--- src/rtl/cskip_pkg.sv ---
// Shared types and defaults for the multi-precision carry-skip add sequencer.
package cskip_pkg;

  typedef enum logic [1:0] {
    IDLE = 2'd0,
    RUN  = 2'd1,
    DONE = 2'd2
  } state_t;

  localparam int unsigned CHUNK_DEFAULT  = 12;
  localparam int unsigned NCHUNK_DEFAULT = 4;

endpackage

--- src/rtl/cskip_chunk_add.sv ---
// Combinational CHUNK-bit carry-skip adder: 4-bit ripple blocks, each bypassed by a skip mux
// when every bit in the block propagates.
module cskip_chunk_add #(
  parameter int unsigned CHUNK = 12
) (
  input  logic [CHUNK-1:0] i_a,
  input  logic [CHUNK-1:0] i_b,
  input  logic             i_cin,
  output logic [CHUNK-1:0] o_sum,
  output logic             o_cout
);

  localparam int unsigned NBLK = CHUNK / 4;

  logic [CHUNK-1:0] w_p;
  logic [CHUNK-1:0] w_g;

  assign w_p = i_a ^ i_b;
  assign w_g = i_a & i_b;

  always_comb begin
    logic c_run;
    logic c_blk_in;
    logic c_rip;
    o_sum    = '0;
    c_run    = i_cin;
    c_blk_in = 1'b0;
    c_rip    = 1'b0;
    for (int unsigned blk = 0; blk < NBLK; blk++) begin
      c_blk_in = c_run;
      c_rip    = c_run;
      for (int unsigned j = 0; j < 4; j++) begin
        o_sum[blk*4+j] = w_p[blk*4+j] ^ c_rip;
        c_rip          = w_g[blk*4+j] | (w_p[blk*4+j] & c_rip);
      end
      // A fully propagating block passes its carry-in straight through.
      c_run = (&w_p[blk*4 +: 4]) ? c_blk_in : c_rip;
    end
    o_cout = c_run;
  end

endmodule

--- src/rtl/cskip_mp_add_seq.sv ---
// Multi-precision add sequencer: streams wide operands through one shared chunk adder,
// LSB slice first, with a carry register linking consecutive slices.
module cskip_mp_add_seq
  import cskip_pkg::*;
#(
  parameter int unsigned CHUNK  = CHUNK_DEFAULT,
  parameter int unsigned NCHUNK = NCHUNK_DEFAULT
) (
  input  logic                    clk,
  input  logic                    rst,
  input  logic                    i_valid,
  output logic                    o_ready,
  input  logic [CHUNK*NCHUNK-1:0] i_add_term1,
  input  logic [CHUNK*NCHUNK-1:0] i_add_term2,
  input  logic                    i_cin,
  output logic                    o_valid,
  input  logic                    i_ready,
  output logic [CHUNK*NCHUNK-1:0] o_sum,
  output logic                    o_cout,
  output logic                    o_busy
);

  localparam int unsigned W  = CHUNK * NCHUNK;
  localparam int unsigned CW = (NCHUNK > 1) ? $clog2(NCHUNK) : 1;

  state_t          r_state;
  logic [CW-1:0]   r_cnt;
  logic            r_carry;
  logic [W-1:0]    r_a;
  logic [W-1:0]    r_b;

  logic [CHUNK-1:0] w_slice_a;
  logic [CHUNK-1:0] w_slice_b;
  logic [CHUNK-1:0] w_slice_sum;
  logic             w_slice_cout;
  logic             w_last;

  assign w_slice_a = r_a[r_cnt*CHUNK +: CHUNK];
  assign w_slice_b = r_b[r_cnt*CHUNK +: CHUNK];
  assign w_last    = (r_cnt == CW'(NCHUNK - 1));

  cskip_chunk_add #(
    .CHUNK (CHUNK)
  ) u_chunk (
    .i_a    (w_slice_a),
    .i_b    (w_slice_b),
    .i_cin  (r_carry),
    .o_sum  (w_slice_sum),
    .o_cout (w_slice_cout)
  );

  always_ff @(posedge clk) begin
    if (rst) begin
      r_state <= IDLE;
      r_cnt   <= '0;
      r_carry <= 1'b0;
      r_a     <= '0;
      r_b     <= '0;
      o_ready <= 1'b1;
      o_valid <= 1'b0;
      o_busy  <= 1'b0;
      o_sum   <= '0;
      o_cout  <= 1'b0;
    end else begin
      unique case (r_state)
        IDLE: begin
          if (i_valid && o_ready) begin
            r_a     <= i_add_term1;
            r_b     <= i_add_term2;
            r_carry <= i_cin;
            r_cnt   <= '0;
            o_sum   <= '0;
            o_ready <= 1'b0;
            o_busy  <= 1'b1;
            r_state <= RUN;
          end
        end
        RUN: begin
          o_sum[r_cnt*CHUNK +: CHUNK] <= w_slice_sum;
          r_carry                     <= w_slice_cout;
          if (w_last) begin
            r_cnt   <= '0;
            o_cout  <= w_slice_cout;
            o_busy  <= 1'b0;
            o_valid <= 1'b1;
            r_state <= DONE;
          end else begin
            r_cnt <= r_cnt + 1'b1;
          end
        end
        DONE: begin
          if (i_ready) begin
            o_valid <= 1'b0;
            o_ready <= 1'b1;
            r_state <= IDLE;
          end
        end
        default: begin
          r_state <= IDLE;
          r_cnt   <= '0;
          o_ready <= 1'b1;
          o_valid <= 1'b0;
          o_busy  <= 1'b0;
        end
      endcase
    end
  end

endmodule

--- config.mk ---
export PLATFORM = sky130hd
export DESIGN_NAME = cskip_mp_add_seq
export DESIGN_NICKNAME = d
export VERILOG_FILES = /design/src/rtl/cskip_pkg.sv /design/src/rtl/cskip_chunk_add.sv /design/src/rtl/cskip_mp_add_seq.sv
export SDC_FILE = /design/constraint.sdc
export NUM_CORES = 1
export LEC_CHECK = 0
export ABC_AREA = 1
export CAP_MARGIN = 20
export CORE_ASPECT_RATIO = 1.4
export CORE_MARGIN = 2
export CORE_UTILIZATION = 45
export DETAILED_ROUTE_END_ITERATION = 10
export GPL_ROUTABILITY_DRIVEN = 0
export PLACE_DENSITY = 0.72
export SYNTH_ARGS = -nofsm -noshare
export SYNTH_HDL_FRONTEND = slang
export SYNTH_SLANG_ARGS = --single-unit
--- constraint.sdc ---
create_clock -name clk -period 8.3 [get_ports clk]
set_clock_uncertainty 0.1 [all_clocks]
set_input_delay 2.075 -clock clk [delete_from_list [all_inputs] [get_ports clk]]
set_output_delay 2.075 -clock clk [all_outputs]
set_load 0.1 [all_outputs]
==> summary.md, run 1 <==
| Metric | Value |
|---|---|
| Status | finished clean |
| FMAX | 133 MHz |
| CP max stage cell | dfxtp_2 |
| Final setup TNS | 0 ps |
| Vias per cell | between 5 and 6 |
| Final Max Tran Viols | 0 |
| Post-detailed-route count of antenna-violating nets | 0 |
| Die Y | 154 µm |
| Remaining DRCs | 0 |
| Worst Hold Launch | o_sum[9] |
| # resized after CTS | 0 |
| I/O Buffers | roughly 150 |
| CP peak stage delay | 450 ps |
| Die W | ~110 µm |
| Flop-to-flop setup slack | slightly below 800 ps |
| Area share of fa/ha/maj cells after synthesis | 6.42% |
| Reg2reg start | r_cnt[0] |
| Syn_nets | 1138 |
| CP Class | reg -> reg |
| Reg clk slew, reported paths | 60 ps |
| Slew margin rel. | 33.0% |
| Pwr Density | 229 nW/µm² |
| Final core occ | 59.8% |
| Hold path depth | 2 |
| Register area share after synthesis | 42.2% |
| Worst-Margin Slew | 1000 ps |
| Synth Area in Simple Gates | 26.0% |
| Cell mode on critical path | fa_1 |
| Total Wirelength | 20.5 mm |
| Final hold vios | 0 |
| Number of cells produced by synthesis | 1007 |
| # clock sinks | 153 |
| Clk buf depth | 2 |
| DP Worst Slack | 877 ps |
| Layout cells sized above 1 | between 7 and 8% |
| XOR/XNOR Fraction of Synth Area | 0% |
| Nets@finish | about 1300 |
| H-tree level count | 4 |
| Synth warn | 0 |
| Gr ovfl total | 0 |
| CTS Buf Count | 17 |
| Req. time, crit path | 8480 ps |
| Layout fillers | around 1500 |
| Reg2Reg Capture Point | o_sum[47] |
| Max cap viols | 0 |
| Ports | 153 |
| Clk root buf | clkbuf_16 |
| Via Count | 7055 |
| Avg Inst Size Synth | 7.20 µm² |
| Row count | 54 |
| Placed cell area | 8770 µm² |
| Crit Path Max Fanout | 30 |
| Worst-Skew Late Latency | 420 ps |
| Hpwl dp | about 15 mm |
| Static Leakage | 3.58 nW |
| Most frequent cells in the layout | 222 x nor2_1, 197 x nand2_1, 152 x clkdlybuf4s50_1, 152 x dfxtp_1, 114 x o21ai_0 |
| Drt pass-1 iters | 5 |
| Commonest non-fill, non-tap cell in the layout | nor2_1 |
| R2r worst-path depth | 27 |
| Post-route cell area | between 9000 and 10000 µm² |
| Final Cycle Share | 90.7% |
| DR WL/cell | 15.4 µm |
| Core Region | 15700 µm² |
| Cts hold-fix bufs | 0 |
| Post-synthesis mux area share | 0% |
| Final setup margin | 773 ps |
| Final antenna diode count | 0 |
| RSZ-0062 raised after global routing | false |
| Post-Syn Area | between 7000 and 8000 µm² |
| Initial antenna violation count | 0 |
| Crit path DAT | 7710 ps |
| Yosys cell types | 39 |
| CTS tree | yes |
| Setup Buffers After CTS | 0 |
| Die Footprint | about 17000 µm² |
| Combinational family with the most area after synthesis | simple AND/OR/NAND/NOR gates |
| Starting Density | 46.3% |
| Global-route wire length before repair | 32.4 mm |
| Worst Hold End | o_sum[9] |
| Number of global-route vias before repair | 6407 |
| Drt initial violations | roughly 540 |
| Hold WS | 364 ps |
| Critical Path End Type | register |
| Tot GR Track Use | 23.8% |
| HP Class | reg -> reg |
| Largest net degree at the start of global routing | 105 |
| Compound-Gate Fraction of Synth Area | 18.2% |
| Setup-failing EPs final | 0 |
| Max IR drop VDD | about 0.11 mV |
| Final min period | 7530 ps |
| FF+latch count, synth | 153 |
| Area Growth Syn to Fin | 29.3% |
| Crit path launch type | register |
## critical path: cells and delay by family (launching register included)
kind	cells	cell delay (ps)
AOI/OAI and AO/OA	5	720
adders and majority gates	11	4310
buffers and inverters	4	860
DFF	1	450
and+or+nand+nor	7	940
## cell type report
cell class	instances	area (µm²)	area share (%)
Inverter	52	198	2.11
Clock inverter	14	171	1.83
Multi-Input combinational cell	739	3670	39.1
Timing Repair Buffer	160	1590	17.0
Sequential cell	153	3060	32.7
Clock buffer	18	439	4.68
Tap cell	196	245	2.61
## flip-flops by register name (all words and copies together), names as in the netlist
register  count
o_busy        1
o_valid       1
r_b          48
r_cnt         2
o_ready       1
o_sum        48
o_cout        1
r_state       2
r_a          48
r_carry       1
## synthesized netlist by cell type (all sizes together)
cell type / count / area, µm²
o21a: 2 / 15.0
nand2: 201 / 769
o211ai: 1 / 7.51
nor2: 224 / 851
nand3: 22 / 115
nor3b: 2 / 25.0
o31ai: 3 / 22.5
ha: 18 / 225
nor4: 2 / 12.5
nand3b: 1 / 7.51
clkinv: 1 / 3.75
nor3: 4 / 36.3
nand4: 5 / 31.3
and2: 3 / 18.8
dfxtp: 153 / 3060
or2: 3 / 18.8
fa: 12 / 240
clkbuf: 25 / 93.8
inv: 51 / 194
a32oi: 20 / 175
o22ai: 9 / 56.3
buf: 38 / 230
a22oi: 2 / 15.0
a21oi: 74 / 370
o21ai: 131 / 656
## per-layer routing
| layer | global-route usage [%] | wire (µm) | up-vias | share of wire (%) |
|---|---|---|---|---|
| met2 | 42.7 | 10400 | 273 | 51 |
| met1 | 26.8 | 8080 | 3188 | 39 |
| met4 | 12.4 | 920 | 0 | 4.5 |
| li1 | - | - | 3535 | - |
| met5 | 0 | 0 | - | 0 |
| met3 | 4.23 | 1040 | 59 | 5.1 |
## how the worst max path moves through the flow
stage | start | endpoint | slack (ps) | depth (start not counted)
final | r_cnt[0] | o_sum[47] | 770 | 27
after global routing | r_cnt[0] | o_sum[47] | 380 | 27
after CTS | r_cnt[0] | o_sum[47] | 860 | 27
after detailed placement | r_cnt[0] | o_sum[47] | 880 | 27
after global placement | r_cnt[0] | o_sum[47] | 1050 | 26
after floorplan | r_cnt[0] | o_sum[15] | 1300 | 29
## power by group
part           leakage, nW  switching (mW)  internal [mW]  total (mW)
clock                0.293           0.318          0.482       0.800
combinational         2.04           0.324          0.175       0.499
sequential            1.26          0.0499          0.799       0.849
## per-stage QoR
| step | cells | power [mW] |
|---|---|---|
| after floorplan | 1007 | 1.20 |
| after global placement | 1299 | 1.35 |
| after detailed placement | 1300 | 1.36 |
| after CTS | 1332 | 2.15 |
| after global routing | 1332 | 2.25 |
| final | 1332 | 2.15 |
## logic make-up after synthesis
family / Yosys count
AOI/OAI and AO/OA: 242
buffers and inverters: 115
and+or+nand+nor: 467
DFF: 153
adders and majority gates: 30
Power figures use the tool's default switching activity.
==> inputs of run 2 (changes only) <==
--- a/config.mk
+++ b/config.mk
@@ -6,13 +6,14 @@
 export NUM_CORES = 1
 export LEC_CHECK = 0
 export ABC_AREA = 1
+export ABC_CLOCK_PERIOD_IN_PS = 8300
 export CAP_MARGIN = 20
 export CORE_ASPECT_RATIO = 1.4
 export CORE_MARGIN = 2
 export CORE_UTILIZATION = 45
 export DETAILED_ROUTE_END_ITERATION = 10
 export GPL_ROUTABILITY_DRIVEN = 0
-export PLACE_DENSITY = 0.72
+export PLACE_DENSITY = 0.74
 export SYNTH_ARGS = -nofsm -noshare
 export SYNTH_HDL_FRONTEND = slang
 export SYNTH_SLANG_ARGS = --single-unit
==> run 2 against run 1 <==
  * Sequential power fell by 0.5%
  * Largest cell class unchanged
  * Maximum frequency rose by 0.80%
  * Power is 0.36% lower
  * Global-route usage is 0.17 points lower
  * Combinational power about the same
  * Sequential share of layout area hardly changed
  * Cell area about the same
  * Count of clock-buffer cells in the layout decreased by 1
==> summary.md, run 2 (same netlist as run 1, synthesis figures left out) <==
| Metric | Value |
|---|---|
| Status | finished clean (unchanged) |
| Drt initial violations | 536 (was 539) |
| Largest registers | o_sum: 48 flops, r_a: 48 flops, r_b: 48 flops (unchanged) |
| Final min period | 7470 ps (was 7530 ps) |
| # clock sinks | 153 (unchanged) |
| Clk buf depth | 2 (unchanged) |
| Die Footprint | 17200 µm² (unchanged) |
| Final Max Tran Viols | 0 (unchanged) |
| Cts hold-fix bufs | 0 (unchanged) |
| Initial antenna violation count | 0 (unchanged) |
| Tot Pwr | 2.14 mW (was 2.15 mW) |
| Tot GR Track Use | 23.6% (was 23.8%) |
| Setup Buffers After CTS | 0 (unchanged) |
| Max cap viols | 0 (unchanged) |
| Worst-Margin Slew | 994 ps (was 1000 ps) |
| R2r worst-path depth | 27 (unchanged) |
| Number of global-route vias before repair | 6616 (was 6407) |
| Layout cells sized above 1 | 7.31% (unchanged) |
| Final setup TNS | 0 ps (unchanged) |
| Crit Path Max Fanout | 67 (was 30) |
| Ports | 153 (unchanged) |
| DR WL/cell | 15.2 µm (was 15.4 µm) |
| Hold path depth | 2 (unchanged) |
| Total Wirelength | 20.2 mm (was 20.5 mm) |
| Die Y | 154 µm (unchanged) |
| CP max stage cell | buf_4 (was dfxtp_2) |
| HP Class | reg -> reg (unchanged) |
| Final hold vios | 0 (unchanged) |
| Setup-failing EPs final | 0 (unchanged) |
| Crit path DAT | 7660 ps (was 7710 ps) |
| Remaining DRCs | 0 (unchanged) |
| Starting Density | 46.3% (unchanged) |
| Worst-Skew Late Latency | 430 ps (was 420 ps) |
| Nets@finish | 1254 (unchanged) |
| Hpwl dp | 15.1 mm (was 15.3 mm) |
| Row count | 54 (unchanged) |
| CP peak stage delay | 510 ps (was 450 ps) |
| Clk root buf | clkbuf_16 (unchanged) |
| Final Cycle Share | 90.0% (was 90.7%) |
| Area Growth Syn to Fin | 29.2% (was 29.3%) |
| I/O Buffers | 152 (unchanged) |
| Post-detailed-route count of antenna-violating nets | 0 (unchanged) |
| Reg clk slew, reported paths | 70 ps (was 60 ps) |
| Final antenna diode count | 0 (unchanged) |
| Global-route wire length before repair | 32.6 mm (was 32.4 mm) |
| # resized after CTS | 0 (unchanged) |
| Core Region | 15700 µm² (unchanged) |
| Critical Path End Type | register (unchanged) |
| Cell mode on critical path | fa_1 (unchanged) |
| Req. time, crit path | 8490 ps (was 8480 ps) |
| Most frequent cells in the layout | 222 x nor2_1, 197 x nand2_1, 152 x clkdlybuf4s50_1, 152 x dfxtp_1, 114 x o21ai_0 (unchanged) |
| Drt pass-1 iters | 5 (unchanged) |
| FMAX | 134 MHz (was 133 MHz) |
| Largest net degree at the start of global routing | 105 (unchanged) |
| RSZ-0062 raised after global routing | false (unchanged) |
| Vias per cell | 5.21 (was 5.30) |
| Max IR drop VDD | 0.130 mV (was 0.112 mV) |
| CTS Buf Count | 17 (unchanged) |
| H-tree level count | 4 (unchanged) |
| Static Leakage | 3.59 nW (was 3.58 nW) |
| CP Class | reg -> reg (unchanged) |
| CTS tree | yes (unchanged) |
| Commonest non-fill, non-tap cell in the layout | nor2_1 (unchanged) |
| Via Count | 6938 (was 7055) |
| Slew margin rel. | 33.5% (was 33.0%) |
| Die W | 111 µm (unchanged) |
| Crit path launch type | register (unchanged) |
| Pwr Density | 228 nW/µm² (was 229 nW/µm²) |
| Gr ovfl total | 0 (unchanged) |
-- run 2: cell types whose count changed in the layout (fill, tap and decap cells not counted), sizes merged --
| cell | before | now |
|---|---|---|
| bufinv | 3 | 2 |
| clkinvlp | 3 | 0 |
| clkbuf | 18 | 17 |
| clkinv | 6 | 3 |
| inv | 54 | 62 |
-- run 2: area by class of cell --
cell class | instances | area (µm²)
sequential | 153 | 3060
tap | 196 | 245
clock buffer | 17 | 425
inverter | 52 | 198
timing repair buffer | 160 | 1590
fill | 1472 | 6300
multi-input combinational | 739 | 3670
clock inverter | 15 | 178
-- run 2: layer usage --
metal / vias up / GRT usage, % / part of all wire [%]
li1: 3525 / - / -
met1: 3098 / 27.2 / 40
met2: 252 / 40.7 / 50
met3: 63 / 3.76 / 4.3
met4: 0 / 14.9 / 5.7
met5: - / 0 / 0
-- run 2: report_power, final --
| part | switching (mW) | internal, mW |
|---|---|---|
| registers | 0.0455 | 0.799 |
| logic | 0.325 | 0.174 |
| clock network | 0.341 | 0.456 |
| total | 0.711 | 1.43 |
-- run 2: through the flow --
step	cell area [µm²]	setup WS, ps	utilization (%)	hold WS (ps)	std cells
after CTS	9370	907	59.8	365	1332
final	9370	833	59.8	363	1332
after global routing	9370	269	59.8	386	1332
after floorplan	7250	1300	-	349	1007
after detailed placement	8770	890	55.9	355	1300
after global placement	8750	1060	55.8	351	1299
-- run 2: worst max-delay path, delay by kind of cell (launching register included) --
family,cells,cell delay [ps]
simple gates,6,860
buf+inv,3,650
compound gates,6,870
flops,1,330
fa+ha+maj,12,4480
-- run 2: worst paths after layout --
kind | slack [ps] | from | to
setup reg to reg | 830 | r_cnt[0] | o_sum[47]
hold / removal | 360 | o_sum[8] | o_sum[8]
hold reg to reg | 360 | o_sum[8] | o_sum[8]
setup / recovery | 830 | r_cnt[0] | o_sum[47]
